[config.mk]
export PLATFORM = sky130hd
export DESIGN_NAME = aes_stim_ctrl_flat
export DESIGN_NICKNAME = d
export VERILOG_FILES = /design/src/rtl/aes_stim_ctrl_if.sv /design/src/rtl/aes_stim_ctrl.sv /design/src/flat_wrapper.sv
export SDC_FILE = /design/constraint.sdc
export NUM_CORES = 1
export LEC_CHECK = 0
export ABC_AREA = 0
export CORE_MARGIN = 2
export CORE_UTILIZATION = 35
export DETAILED_ROUTE_END_ITERATION = 12
export PLACE_DENSITY = 0.65
export SLEW_MARGIN = 20
export SYNTH_ARGS = -nofsm -noshare
export SYNTH_HDL_FRONTEND = slang
export SYNTH_SLANG_ARGS = --single-unit
[constraint.sdc]
create_clock -name clk -period 3.8 [get_ports clk]
set_input_delay 0.38 -clock clk [delete_from_list [all_inputs] [get_ports clk]]
set_output_delay 0.38 -clock clk [all_outputs]
set_load 0.02 [all_outputs]
[src/rtl/aes_stim_ctrl_if.sv]
// Stimulus/result bundle between aes_stim_ctrl and the host plus AES core.
// master = the controller, slave = the host/core side.
interface aes_stim_ctrl_if #(
    parameter int unsigned STATE_BITS = 128,
    parameter int unsigned KEY_BITS   = 128,
    parameter int unsigned COUNT_BITS = 32
);
    logic                  start;
    logic [COUNT_BITS-1:0] num_tests;
    logic                  pause;
    logic [STATE_BITS-1:0] state_o;
    logic [KEY_BITS-1:0]   key_o;
    logic                  issue_o;
    logic [STATE_BITS-1:0] ct_i;
    logic                  busy;
    logic                  done;
    logic [STATE_BITS-1:0] signature;
    logic [COUNT_BITS-1:0] tests_issued;
    logic [COUNT_BITS-1:0] results_captured;

    modport master (
        input  start, num_tests, pause, ct_i,
        output state_o, key_o, issue_o, busy, done, signature, tests_issued, results_captured
    );

    modport slave (
        output start, num_tests, pause, ct_i,
        input  state_o, key_o, issue_o, busy, done, signature, tests_issued, results_captured
    );
endinterface

[src/rtl/aes_stim_ctrl.sv]
// LFSR stimulus generator and MISR signature compactor for the pipelined AES cores.
// Issues num_tests vectors, tracks them through LATENCY cycles, folds each ciphertext.
module aes_stim_ctrl #(
    parameter int unsigned           STATE_BITS = 128,
    parameter int unsigned           KEY_BITS   = 128,
    parameter int unsigned           LATENCY    = 21,
    parameter int unsigned           COUNT_BITS = 32,
    parameter logic [STATE_BITS-1:0] STATE_SEED = {4{32'hDEAD_BEEF}},
    parameter logic [KEY_BITS-1:0]   KEY_SEED   = {(KEY_BITS / 32){32'hCAFE_FEED}},
    parameter bit                    KEY_HOLD   = 1'b0
) (
    input  logic            clk,
    input  logic            rst_n,
    aes_stim_ctrl_if.master bus
);

    if (STATE_BITS != 128) begin : g_bad_state_bits
        $error("aes_stim_ctrl: STATE_BITS must be 128");
    end
    if (KEY_BITS != 128 && KEY_BITS != 192 && KEY_BITS != 256) begin : g_bad_key_bits
        $error("aes_stim_ctrl: KEY_BITS must be 128, 192 or 256");
    end
    if (LATENCY < 1) begin : g_bad_latency
        $error("aes_stim_ctrl: LATENCY must be at least 1");
    end

    // Key LFSR taps (1-indexed); the first tap is always the MSB.
    localparam int unsigned KT2 = (KEY_BITS == 128) ? 126 : (KEY_BITS == 192) ? 190 : 254;
    localparam int unsigned KT3 = (KEY_BITS == 128) ? 101 : (KEY_BITS == 192) ? 178 : 251;
    localparam int unsigned KT4 = (KEY_BITS == 128) ? 99  : (KEY_BITS == 192) ? 177 : 246;

    localparam logic [STATE_BITS-1:0] MISR_POLY = STATE_BITS'(8'h87);
    localparam logic [COUNT_BITS-1:0] ONE       = COUNT_BITS'(1);

    typedef enum logic [1:0] {StIdle, StSeed, StRun, StDrain} fsm_e;

    fsm_e                  r_fsm;
    fsm_e                  w_fsm_nxt;
    logic [COUNT_BITS-1:0] r_num;
    logic [COUNT_BITS-1:0] r_issued;
    logic [COUNT_BITS-1:0] r_captured;
    logic [STATE_BITS-1:0] r_sig;
    logic [STATE_BITS-1:0] r_lfsr_st;
    logic [KEY_BITS-1:0]   r_lfsr_key;
    logic [LATENCY-1:0]    r_valid;
    logic                  r_done;

    logic                  w_accept;
    logic                  w_issue;
    logic                  w_capture;
    logic                  w_finish;
    logic [LATENCY-1:0]    w_valid_nxt;
    logic [STATE_BITS-1:0] w_st_step;
    logic [KEY_BITS-1:0]   w_key_step;
    logic [STATE_BITS-1:0] w_sig_step;

    assign w_accept  = (r_fsm == StIdle) && bus.start;
    // Gated directly by pause so a pause in cycle c suppresses that cycle's issue.
    assign w_issue   = (r_fsm == StRun) && !bus.pause && (r_issued != r_num);
    assign w_capture = r_valid[LATENCY-1];
    assign w_finish  = ((r_fsm == StSeed) && (r_num == '0)) ||
                       ((r_fsm == StDrain) && (w_fsm_nxt == StIdle));

    assign w_valid_nxt = (r_valid << 1) | LATENCY'(w_issue);

    assign w_st_step  = {r_lfsr_st[STATE_BITS-2:0],
                         ~(r_lfsr_st[127] ^ r_lfsr_st[125] ^ r_lfsr_st[100] ^ r_lfsr_st[98])};
    assign w_key_step = {r_lfsr_key[KEY_BITS-2:0],
                         ~(r_lfsr_key[KEY_BITS-1] ^ r_lfsr_key[KT2-1] ^
                           r_lfsr_key[KT3-1] ^ r_lfsr_key[KT4-1])};
    assign w_sig_step = {r_sig[STATE_BITS-2:0], 1'b0} ^
                        (r_sig[STATE_BITS-1] ? MISR_POLY : '0) ^ bus.ct_i;

    always_comb begin
        w_fsm_nxt = r_fsm;
        unique case (r_fsm)
            StIdle:  if (bus.start) w_fsm_nxt = StSeed;
            StSeed:  w_fsm_nxt = (r_num == '0) ? StIdle : StRun;
            // Equality on issued+1 avoids wrap when num_tests is all ones.
            StRun:   if (w_issue && (r_issued + ONE == r_num)) w_fsm_nxt = StDrain;
            StDrain: if ((r_valid == '0) && (r_captured == r_num)) w_fsm_nxt = StIdle;
            default: w_fsm_nxt = StIdle;
        endcase
    end

    always_ff @(posedge clk) begin
        if (!rst_n) begin
            r_fsm      <= StIdle;
            r_num      <= '0;
            r_issued   <= '0;
            r_captured <= '0;
            r_sig      <= '0;
            r_done     <= 1'b0;
            r_valid    <= '0;
            r_lfsr_st  <= STATE_SEED;
            r_lfsr_key <= KEY_SEED;
        end else begin
            r_fsm   <= w_fsm_nxt;
            r_valid <= w_valid_nxt;

            if (w_accept) begin
                r_num      <= bus.num_tests;
                r_issued   <= '0;
                r_captured <= '0;
                r_sig      <= '0;
                r_done     <= 1'b0;
            end else begin
                if (w_issue) r_issued <= r_issued + ONE;
                if (w_capture) begin
                    r_captured <= r_captured + ONE;
                    r_sig      <= w_sig_step;
                end
                if (w_finish) r_done <= 1'b1;
            end

            if (r_fsm == StSeed) begin
                r_lfsr_st  <= STATE_SEED;
                r_lfsr_key <= KEY_SEED;
            end else if (w_issue) begin
                r_lfsr_st <= w_st_step;
                if (!KEY_HOLD) r_lfsr_key <= w_key_step;
            end
        end
    end

    assign bus.state_o          = r_lfsr_st;
    assign bus.key_o            = r_lfsr_key;
    assign bus.issue_o          = w_issue;
    assign bus.busy             = (r_fsm != StIdle);
    assign bus.done             = r_done;
    assign bus.signature        = r_sig;
    assign bus.tests_issued     = r_issued;
    assign bus.results_captured = r_captured;

endmodule

[src/flat_wrapper.sv]
// flat-port wrapper written by rule: the top's interface ports become plain ports
module aes_stim_ctrl_flat 
#(
    parameter int unsigned           STATE_BITS = 128,
    parameter int unsigned           KEY_BITS   = 128,
    parameter int unsigned           LATENCY    = 21,
    parameter int unsigned           COUNT_BITS = 32,
    parameter logic [STATE_BITS-1:0] STATE_SEED = {4{32'hDEAD_BEEF}},
    parameter logic [KEY_BITS-1:0]   KEY_SEED   = {(KEY_BITS / 32){32'hCAFE_FEED}},
    parameter bit                    KEY_HOLD   = 1'b0
)
  (clk, rst_n, bus_start, bus_num_tests, bus_pause, bus_ct_i, bus_state_o, bus_key_o, bus_issue_o, bus_busy, bus_done, bus_signature, bus_tests_issued, bus_results_captured);
  aes_stim_ctrl_if #(.STATE_BITS(STATE_BITS), .KEY_BITS(KEY_BITS), .COUNT_BITS(COUNT_BITS)) bus_i ();
  input  logic clk;
  input  logic rst_n;
  input wire logic [$bits(bus_i.start)-1:0] bus_start;
  input wire logic [$bits(bus_i.num_tests)-1:0] bus_num_tests;
  input wire logic [$bits(bus_i.pause)-1:0] bus_pause;
  input wire logic [$bits(bus_i.ct_i)-1:0] bus_ct_i;
  output wire logic [$bits(bus_i.state_o)-1:0] bus_state_o;
  output wire logic [$bits(bus_i.key_o)-1:0] bus_key_o;
  output wire logic [$bits(bus_i.issue_o)-1:0] bus_issue_o;
  output wire logic [$bits(bus_i.busy)-1:0] bus_busy;
  output wire logic [$bits(bus_i.done)-1:0] bus_done;
  output wire logic [$bits(bus_i.signature)-1:0] bus_signature;
  output wire logic [$bits(bus_i.tests_issued)-1:0] bus_tests_issued;
  output wire logic [$bits(bus_i.results_captured)-1:0] bus_results_captured;
  assign bus_i.start = bus_start;
  assign bus_i.num_tests = bus_num_tests;
  assign bus_i.pause = bus_pause;
  assign bus_i.ct_i = bus_ct_i;
  assign bus_state_o = bus_i.state_o;
  assign bus_key_o = bus_i.key_o;
  assign bus_issue_o = bus_i.issue_o;
  assign bus_busy = bus_i.busy;
  assign bus_done = bus_i.done;
  assign bus_signature = bus_i.signature;
  assign bus_tests_issued = bus_i.tests_issued;
  assign bus_results_captured = bus_i.results_captured;
  aes_stim_ctrl #(.STATE_BITS(STATE_BITS), .KEY_BITS(KEY_BITS), .LATENCY(LATENCY), .COUNT_BITS(COUNT_BITS), .STATE_SEED(STATE_SEED), .KEY_SEED(KEY_SEED), .KEY_HOLD(KEY_HOLD)) u_core (.clk(clk), .rst_n(rst_n), .bus(bus_i));
endmodule
**Word level (Yosys, flattened, before mapping)**

Cells that the tools add are included.

- Bits in registers: 504
- Latch bits: 0
- Bits in writable memories: 0
- Bits in read-only memories: 0
- Input bits: 164
- Output and inout bits: 451
- Logic and storage cells: 51
- Memories: 0

- Add/subtract/negate cells: 2
- Multiply operators: 0
- Divide/modulo/power cells: 0
- Order comparisons: 0
- Equal/unequal tests: 6
- Shift-type cells: 0
- Muxes and demuxes: 6
- Bitwise logic cells: 12
- Reductions and logical operators: 16

Operators with widths:

| kind | number |
|---|---|
| $xor 128x128->128 | 2 |
| $add 32x1->32 const B | 2 |
| $eq 32x32->1 | 2 |
| $logic_not 32->1 | 1 |
| $ne 32x32->1 | 1 |
| $logic_not 21->1 | 1 |
| $or 21x1->21 | 1 |
| $mux 2 | 4 |
| $mux 8 | 1 |
| $pmux 2 s4 | 1 |
| $logic_and 1x1->1 | 7 |
| $xor 1x1->1 | 6 |
| $eq 2x2->1 const B | 2 |
| $logic_not 2->1 | 2 |
| $reduce_or 2->1 | 2 |
| $not 1->1 | 3 |
| $eq 2x1->1 const B | 1 |
| $reduce_bool 2->1 | 1 |
| $logic_not 1->1 | 1 |
| $logic_or 1x1->1 | 1 |

**Logic depth before layout (Yosys ltp)**

Gate-level depths: netlist (run 1).

- Depth after elaboration: 9
- Gate-level depth with buffers: 11
- Gate-level depth less buffers: 8

**Worst setup path before layout (run 1)**

OpenSTA, ideal clock, no wires.

- Path kind: register -> register
- From: register u_core.r_issued[0] (netlist: u_core.bus.tests_issued[0])
- To: register u_core.r_fsm[0]
- Library setup time: 96 ps
- Data arrival time: 2911 ps
- Required time: 3704 ps
- Slack: 794 ps
- Cell stages (with the launch flop): 10
- Path buffers: 1
- Path through: dfxtp_1 > ha_1 > clkbuf_1 > nand4_1 > nor4_1 > nand3_1 > xor2_1 > or3_1 > or4_1 > o41ai_2

- Word-level cells in the longest chain between the ends: 5
- Elaborated cells between the ends (all ways): 7

RTL lines:

| what | RTL line | source |
|---|---|---|
| from (decl) | aes_stim_ctrl.sv:40 | `logic [COUNT_BITS-1:0] r_issued;` |
| from (signal assigned) | aes_stim_ctrl.sv:108 | `if (w_issue) r_issued <= r_issued + ONE;` |
| $add 32x1->32 / $ne 32x32->1 (equally long branches) | aes_stim_ctrl.sv:80, aes_stim_ctrl.sv:59 |  |
| $eq 32x32->1 / $logic_and 1x1->1 (equally long branches) | aes_stim_ctrl.sv:80, aes_stim_ctrl.sv:59 |  |
| $logic_and 1x1->1 * | aes_stim_ctrl.sv:80 | `StRun: if (w_issue && (r_issued + ONE == r_num)) w_fsm_nxt = StDrain;` |
| $mux 2 * | aes_stim_ctrl.sv:80 |  |
| $pmux 2 s4 * | aes_stim_ctrl.sv:76 | `unique case (r_fsm)` |
| to (signal assigned) | aes_stim_ctrl.sv:88 | `r_fsm <= StIdle;` |
| to (signal assigned) | aes_stim_ctrl.sv:98 | `r_fsm <= w_fsm_nxt;` |
| to (decl) | aes_stim_ctrl.sv:37 | `fsm_e r_fsm;` |

Every way passes the cells marked *; elsewhere a longest branch is shown, timed or not.
A chain may end at the register's enable or synchronous reset.

**Worst setup path in the final report (run 1)**

- From: register u_core.r_issued[24] (netlist: u_core.bus.tests_issued[24])
- To: output port bus_issue_o

- Word-level cells in the longest chain between the ends: 2

RTL lines:

| what | RTL line | source |
|---|---|---|
| $ne 32x32->1 | aes_stim_ctrl.sv:59 | `assign w_issue = (r_fsm == StRun) && !bus.pause && (r_issued != r_num);` |
| $logic_and 1x1->1 | aes_stim_ctrl.sv:59 |  |
| to (decl) | flat_wrapper.sv:22 | `output wire logic [$bits(bus_i.issue_o)-1:0] bus_issue_o;` |

No other way between the ends.

==> impl_results.md, run 1 <==
* Peak supply drop at 0.000359 V
* Starting Density at 35.3%
* Fin nets at between 3,000 and 4,000
* Area of the mapped netlist at 22,100 µm²
* Clock sink count at between 500 and 600
* Net load switching power at 3320 µW
* Overall via count from detail_route at approximately 19,000
* Max FO, Critical Path at 36
* Total Wirelength at about 73,000 µm
* Net count after synthesis at about 2,800
* Multi-input gate area at 9460 µm²
* Total of buffers placed on input and output ports at 614
* Relative area change from synthesis to final layout at 32.1%
* Max-cap violation count at 0
* Type of origin of the critical path: flop
* Largest net degree at the start of global routing at 215
* Routed wl met2 at about 36,000 µm
* Seq cells post-synth at 504
* Category of the most critical setup path: flop to output port
* Routability congestion estimate from global placement at 0.932
* Share of synthesized registers carrying an async set or reset at 0%
* Synthesized area per cell at 8.26 µm²
* Standard cell core area at 62,700 µm²
* Floorplan row count at 92
* Detail-routed via count per cell at ~4.8
* Final critical-path share of the clock period at a little over nine tenths
* Number of antenna violations at the first check in global routing at 4
* Most area-hungry cell type in the Yosys netlist: sky130_fd_sc_hd__dfxtp_1
* Leakage power total at roughly 0.011 µW
* Number of warnings printed during yosys synthesis at 0
* Post-layout util at 46.6%
* DRC at 0
* Capturing element type of the critical path: output port
* Sequential cell area fraction in the yosys report at 45.6%
* Met3 layer wire length in the routed design at around 5600 µm
* Ant diodes at 0
* Detailed Route Iter0 Violations at around 1,300
* Top layer used by detailed routing: met5
* Number of nets with antenna violations after detailed routing at 0
* Highest-count cells in the layout ignoring fill and taps: sky130_fd_sc_hd__nand2_1 (616), sky130_fd_sc_hd__clkdlybuf4s50_1 (613), sky130_fd_sc_hd__dfxtp_1 (503)
* Unrepaired setup endpoints after global routing: false
* Total negative slack for setup checks at 0 ps
* Remaining max-slew budget at the tightest pin at around 28%
* Final count of pins violating max slew at 0
* Clock tree root buffer cell: sky130_fd_sc_hd__clkbuf_16
* PD cells at 448 nW/µm²
* Number of hold-repair buffers added at the cts stage at 0
* Clock slew seen by the registers of the worst setup and hold paths at 60 ps
* Clock Power Share at 46.6%
* TritonCTS clock tree: done
* Shortest period the worst path allows at approximately 3600 ps
* Critical path data required time at 3420 ps
* Count of cells resized by post-cts repair at 0
* Clock latency of the later-clocked register in the worst-skew pair at 630 ps
* Library cells used by synthesis at 48
* Share of cells above drive strength 1 at around 5%
* Via count of the first global-routing pass at between 15,000 and 20,000
* Post-synth EDFFs at 0
* Pre-Repair DR Iteration Count at 5
* Most common cell after layout, fill and taps aside: sky130_fd_sc_hd__nand2_1
* GRT Overall Usage at 21.5%
* CTS buffer count at between 50 and 60
* Post-synth top flop: sky130_fd_sc_hd__dfxtp_1
* Level count of the clock H-tree at 2
* Final setup violating endpoints at 0
* Internal at 9770 µW
* Outcome: finished, final reports clean
* Net switching fraction of the power at 25.4%
* Setup bufs post-CTS at 0
* Layout Skew at approximately 40 ps
* Routed WL per cell at 18.9 µm
* Slew at the pin with the worst max-slew slack at about 1100 ps
* Count of final hold-check violations at 0
* Maximum achievable frequency at 279 MHz
* Layout filler cell count at approximately 6,000
* Critical path data arrival time at 3200 ps
* Combinational cell fraction of total power at 10.7%
* Bufs on Longest Clock Path at 3
* Floorplan die width at 255 µm
* Half-perimeter wire length of the detailed placement result at between 50,000 and 60,000 µm
* Fraction of post-synthesis cell area in the top cell type by area at 45.6%
* Vertical die dimension at 255 µm
* Die Outline Area at 65,200 µm²
* Total global routing overflow at 0
* Class of the most critical hold timing path: primary input to flop
* Ranking of synthesized cells by area: sky130_fd_sc_hd__dfxtp_1 (46%), sky130_fd_sc_hd__nand2_1 (10%), sky130_fd_sc_hd__xnor2_1 (8.7%)
* Ports placed on the boundary at slightly above 600
* First-pass GRT wire length at roughly 110,000 µm
* Register Area at 10,100 µm²
* Synthesized instance count at 2,679
* Post-route met1 wirelength at around 29,000 µm
* Seq pwr share at 42.8%
-- cells in the mapped netlist (3+ instances only) --
master / n
sky130_fd_sc_hd__xnor2_1: 221
sky130_fd_sc_hd__or3_1: 6
sky130_fd_sc_hd__and3_1: 15
sky130_fd_sc_hd__nand4_1: 41
sky130_fd_sc_hd__xor2_1: 58
sky130_fd_sc_hd__dfxtp_1: 504
sky130_fd_sc_hd__nor2_1: 208
sky130_fd_sc_hd__or2_2: 3
sky130_fd_sc_hd__a21boi_0: 33
sky130_fd_sc_hd__nor3_1: 16
sky130_fd_sc_hd__nand2_1: 618
sky130_fd_sc_hd__buf_2: 6
sky130_fd_sc_hd__o211ai_1: 3
sky130_fd_sc_hd__and2_1: 29
sky130_fd_sc_hd__and4_1: 5
sky130_fd_sc_hd__or4_1: 3
sky130_fd_sc_hd__nand3_1: 212
sky130_fd_sc_hd__o21ai_0: 10
sky130_fd_sc_hd__a211oi_1: 126
sky130_fd_sc_hd__buf_1: 8
sky130_fd_sc_hd__clkbuf_1: 161
sky130_fd_sc_hd__mux2i_1: 4
sky130_fd_sc_hd__nor4_1: 26
sky130_fd_sc_hd__a21oi_1: 75
sky130_fd_sc_hd__inv_1: 4
sky130_fd_sc_hd__buf_4: 255
-- worst paths after layout --
check	start	to	slack, ps	cells after the start
max reg2reg	u_core.bus.tests_issued[0]	u_core.r_fsm[0]	690	9
min reg2reg	u_core.r_valid[7]	u_core.r_valid[8]	450	1
max	u_core.bus.tests_issued[24]	bus_issue_o	220	6
min	rst_n	u_core.r_num[3]	300	2
-- flip-flops by register name, indices dropped and copies added, names as in the netlist --
register                     cells
u_core.r_fsm                     2
u_core.r_valid                  21
u_core.bus.results_captured     32
u_core.bus.tests_issued         32
u_core.bus.signature           128
u_core.bus.done                  1
u_core.bus.key_o               128
u_core.r_num                    32
u_core.bus.state_o             128
-- stage by stage --
step	instance area, µm²	setup WS, ps	power [µW]	hold slack (ps)	instances
after global placement	27100	748	7110	436	3742
after global routing	29200	62.2	13600	284	3849
after CTS	29200	181	13200	262	3849
final	29200	219	13100	297	3849
after floorplan	22100	794	6590	430	2679
after detailed placement	27100	717	7120	444	3742
-- cells by family (layout without fill, tap and decap cells) --
logic type | count (synthesis) | in the layout | share of synthesized area, %
simple gates | 1197 | 1197 | 23.5
flops | 504 | 504 | 45.6
buf+inv | 436 | 760 | 11.8
xor+xnor | 279 | 279 | 11.0
compound gates | 257 | 257 | 7.82
mux | 4 | 4 | 0.181
fa+ha+maj | 2 | 2 | 0.113
-- layer usage --
layer | up-vias | global-route usage (%)
met5 | - | 0
met1 | 8688 | 25.7
met2 | 636 | 37.0
met4 | 6 | 6.57
li1 | 9107 | -
met3 | 106 | 6.13
-- worst max-delay path, cell delays in order (launching register included) --
cell	delay, ps
sky130_fd_sc_hd__dfxtp_1	460
sky130_fd_sc_hd__xor2_1	360
sky130_fd_sc_hd__nand4bb_1	210
sky130_fd_sc_hd__nor4_1	80
sky130_fd_sc_hd__a211o_4	460
sky130_fd_sc_hd__inv_8	270
sky130_fd_sc_hd__clkdlybuf4s50_1	740
-- power by group through the flow --
stage               Combinational (µW)  Sequential (µW)  Clock [µW]
global route                      1520             5610        6460
finish                            1400             5600        6090
detailed placement                1410             5710           0
CTS                               1410             5600        6230
global placement                  1400             5710           0
floorplan                          941             5650           0
-- final cells by class --
cell class,instances,share of cell area [%]
tap,846,3.62
timing repair buffer,648,22.2
inverter,5,0.0899
clock inverter,28,1.50
sequential,504,34.5
multi-input combinational,1739,32.4
clock buffer,79,5.69
No activity file was read; power rests on OpenSTA's default activity.
==> inputs of run 2 (changes only) <==
CORE_AREA = 2 2 243 245   (was default)
CORE_MARGIN = default   (was 2)
CORE_UTILIZATION = default   (was 35)
DIE_AREA = 0 0 245 247   (was default)
PLACE_DENSITY = 0.7   (was 0.65)
==> impl_results.md, run 2 (same netlist as run 1, synthesis figures left out) <==
* Ports placed on the boundary at 615 (unchanged)
* DRC at 0 (unchanged)
* Routed WL per cell at 18.5 µm (was 18.9 µm)
* Critical path data required time at 3420 ps (about the same)
* Standard cell core area at 58,200 µm² (was 62,700 µm²)
* Vertical die dimension at 247 µm (was 255 µm)
* Via count of the first global-routing pass at 16,800 (was 17,300)
* Die Outline Area at 60,500 µm² (was 65,200 µm²)
* Bufs on Longest Clock Path at 3 (unchanged)
* Class of the most critical hold timing path: primary input to flop (unchanged)
* Relative area change from synthesis to final layout at 31.2% (was 32.1%)
* Number of nets with antenna violations after detailed routing at 0 (unchanged)
* Met2 GRT Util at 36.7% (was 37.0%)
* GRT Overall Usage at 21.9% (was 21.5%)
* Clock latency of the later-clocked register in the worst-skew pair at 610 ps (was 630 ps)
* Category of the most critical setup path: flop to output port (unchanged)
* Half-perimeter wire length of the detailed placement result at 51,300 µm (was 53,100 µm)
* Unrepaired setup endpoints after global routing: false (unchanged)
* Busiest layer in global routing: met2 (unchanged)
* Overall via count from detail_route at 18,500 (unchanged)
* Critical path data arrival time at 3140 ps (was 3200 ps)
* CTS buffer count at 55 (was 58)
* Pre-CTS setup slack at 450 ps (was 717 ps)
* Count of final hold-check violations at 0 (unchanged)
* Final critical-path share of the clock period at 92.7% (was 94.2%)
* Maximum achievable frequency at 284 MHz (was 279 MHz)
* Clock slew seen by the registers of the worst setup and hold paths at 60 ps (about the same)
* Floorplan row count at 89 (was 92)
* Highest-count cells in the layout ignoring fill and taps: sky130_fd_sc_hd__nand2_1 (616), sky130_fd_sc_hd__clkdlybuf4s50_1 (614), sky130_fd_sc_hd__dfxtp_1 (503) (was sky130_fd_sc_hd__nand2_1 (616), sky130_fd_sc_hd__clkdlybuf4s50_1 (613), sky130_fd_sc_hd__dfxtp_1 (503))
* Count of cells resized by post-cts repair at 0 (unchanged)
* Longest individual stage delay on the worst path at 700 ps (was 740 ps)
* Total global routing overflow at 0 (unchanged)
* Number of antenna violations at the first check in global routing at 4 (unchanged)
* Detail-routed via count per cell at 4.90 (was 4.82)
* Fin worst setup slack at 278 ps (was 219 ps)
* Capturing element type of the critical path: output port (unchanged)
* PD cells at 430 nW/µm² (was 448 nW/µm²)
* Remaining max-slew budget at the tightest pin at 19.0% (was 27.6%)
* Final setup violating endpoints at 0 (unchanged)
* Pre-Repair DR Iteration Count at 5 (unchanged)
* Level count of the clock H-tree at 2 (unchanged)
* Type of origin of the critical path: flop (unchanged)
* Cell chain of the critical path: xor2_1 -> nand4bb_1 -> nor4_1 -> a211o_4 -> inv_8 -> clkdlybuf4s50_1 (unchanged)
* Routability congestion estimate from global placement at 0.938 (was 0.932)
* Share of cells above drive strength 1 at 5.04% (was 4.90%)
* Max FO, Critical Path at 55 (was 36)
* Setup bufs post-CTS at 0 (unchanged)
* Shortest period the worst path allows at 3520 ps (was 3580 ps)
* Outcome: finished, final reports clean (unchanged)
* Clock sink count at 504 (unchanged)
* Final count of pins violating max slew at 0 (unchanged)
* Critical-path cell with the highest stage delay: sky130_fd_sc_hd__clkdlybuf4s50_1 (unchanged)
* Total negative slack for setup checks at 0 ps (unchanged)
* Fin nets at 3,132 (was 3,122)
* Number of hold-repair buffers added at the cts stage at 0 (unchanged)
* First-pass GRT wire length at 103,000 µm (was 110,000 µm)
* Critical path's top delay family: buffers and inverters (unchanged)
* Clock tree root buffer cell: sky130_fd_sc_hd__clkbuf_16 (unchanged)
* Detailed Route Iter0 Violations at 1,231 (was 1,343)
* Met1 global-route usage at 26.0% (was 25.7%)
* TritonCTS clock tree: done (unchanged)
* Floorplan die width at 245 µm (was 255 µm)
* Total Wirelength at 69,900 µm (was 72,800 µm)
* Layout Skew at 22.1 ps (was 40.0 ps)
* Total of buffers placed on input and output ports at 614 (unchanged)
* Largest net degree at the start of global routing at 259 (was 215)
* Hold slack at 344 ps (was 297 ps)
* Peak supply drop at 0.000373 V (was 0.000359 V)
* Max-cap violation count at 0 (unchanged)
* Slew at the pin with the worst max-slew slack at 1210 ps (was 1090 ps)
* Met3 Resource Use GR at 6.18% (was 6.13%)
* Combined buffer and inverter count along the critical path at 2 (unchanged)
* Starting Density at 38.0% (was 35.3%)
* Most common cell after layout, fill and taps aside: sky130_fd_sc_hd__nand2_1 (unchanged)
* Leakage power total at 0.0107 µW (was 0.0108 µW)
==> run 2: layout make-up <==
type / instances / area (µm²)
clock buffers: 83 / 1640
fillers: 5413 / 29200
flip-flops and latches: 504 / 10100
inverters: 5 / 26.3
well taps: 773 / 967
clock inverters: 21 / 214
diodes: 1 / 2.50
repair buffers: 661 / 6610
multi-input cells: 1739 / 9460
==> run 2: worst paths after layout <==
check                                           startpoint           endpoint  slack [ps]  depth (start not counted)
worst max-delay path                      u_core.r_num[24]        bus_issue_o         280                          6
worst min-delay path                     bus_num_tests[31]   u_core.r_num[31]         340                          3
worst max register to register  u_core.bus.tests_issued[1]    u_core.r_fsm[0]         390                          8
worst min register to register           u_core.r_valid[3]  u_core.r_valid[4]         450                          1
==> run 2: per-stage QoR <==
step	power (µW)	utilization [%]	area [µm²]	std cells
after floorplan	6590	-	22100	2679
after global placement	7110	46.6	27200	3682
after detailed placement	7120	46.6	27200	3682
after CTS	12600	49.8	29000	3786
after global routing	12900	49.8	29000	3786
final	12500	49.8	29000	3787
==> run 2: routing by layer <==
metal / up-vias / part of all wire (%)
met5: - / 0.054
met4: 6 / 4.3
met3: 130 / 8.0
met2: 704 / 48
met1: 8561 / 40
li1: 9142 / -
==> run 2: where the power goes <==
part	switching (µW)	internal (µW)
sequential	154	5440
combinational	762	652
clock	2270	3200
==> run 2: worst reg2reg max path: stages (launching register included) <==
cell and delay (ps):
sky130_fd_sc_hd__dfxtp_1 500, sky130_fd_sc_hd__ha_1 420, sky130_fd_sc_hd__nand4_1 270, sky130_fd_sc_hd__nor4_1 710
sky130_fd_sc_hd__nand3_1 230, sky130_fd_sc_hd__xor2_1 190, sky130_fd_sc_hd__or3_1 310, sky130_fd_sc_hd__or4_1 490
sky130_fd_sc_hd__o41ai_2 200
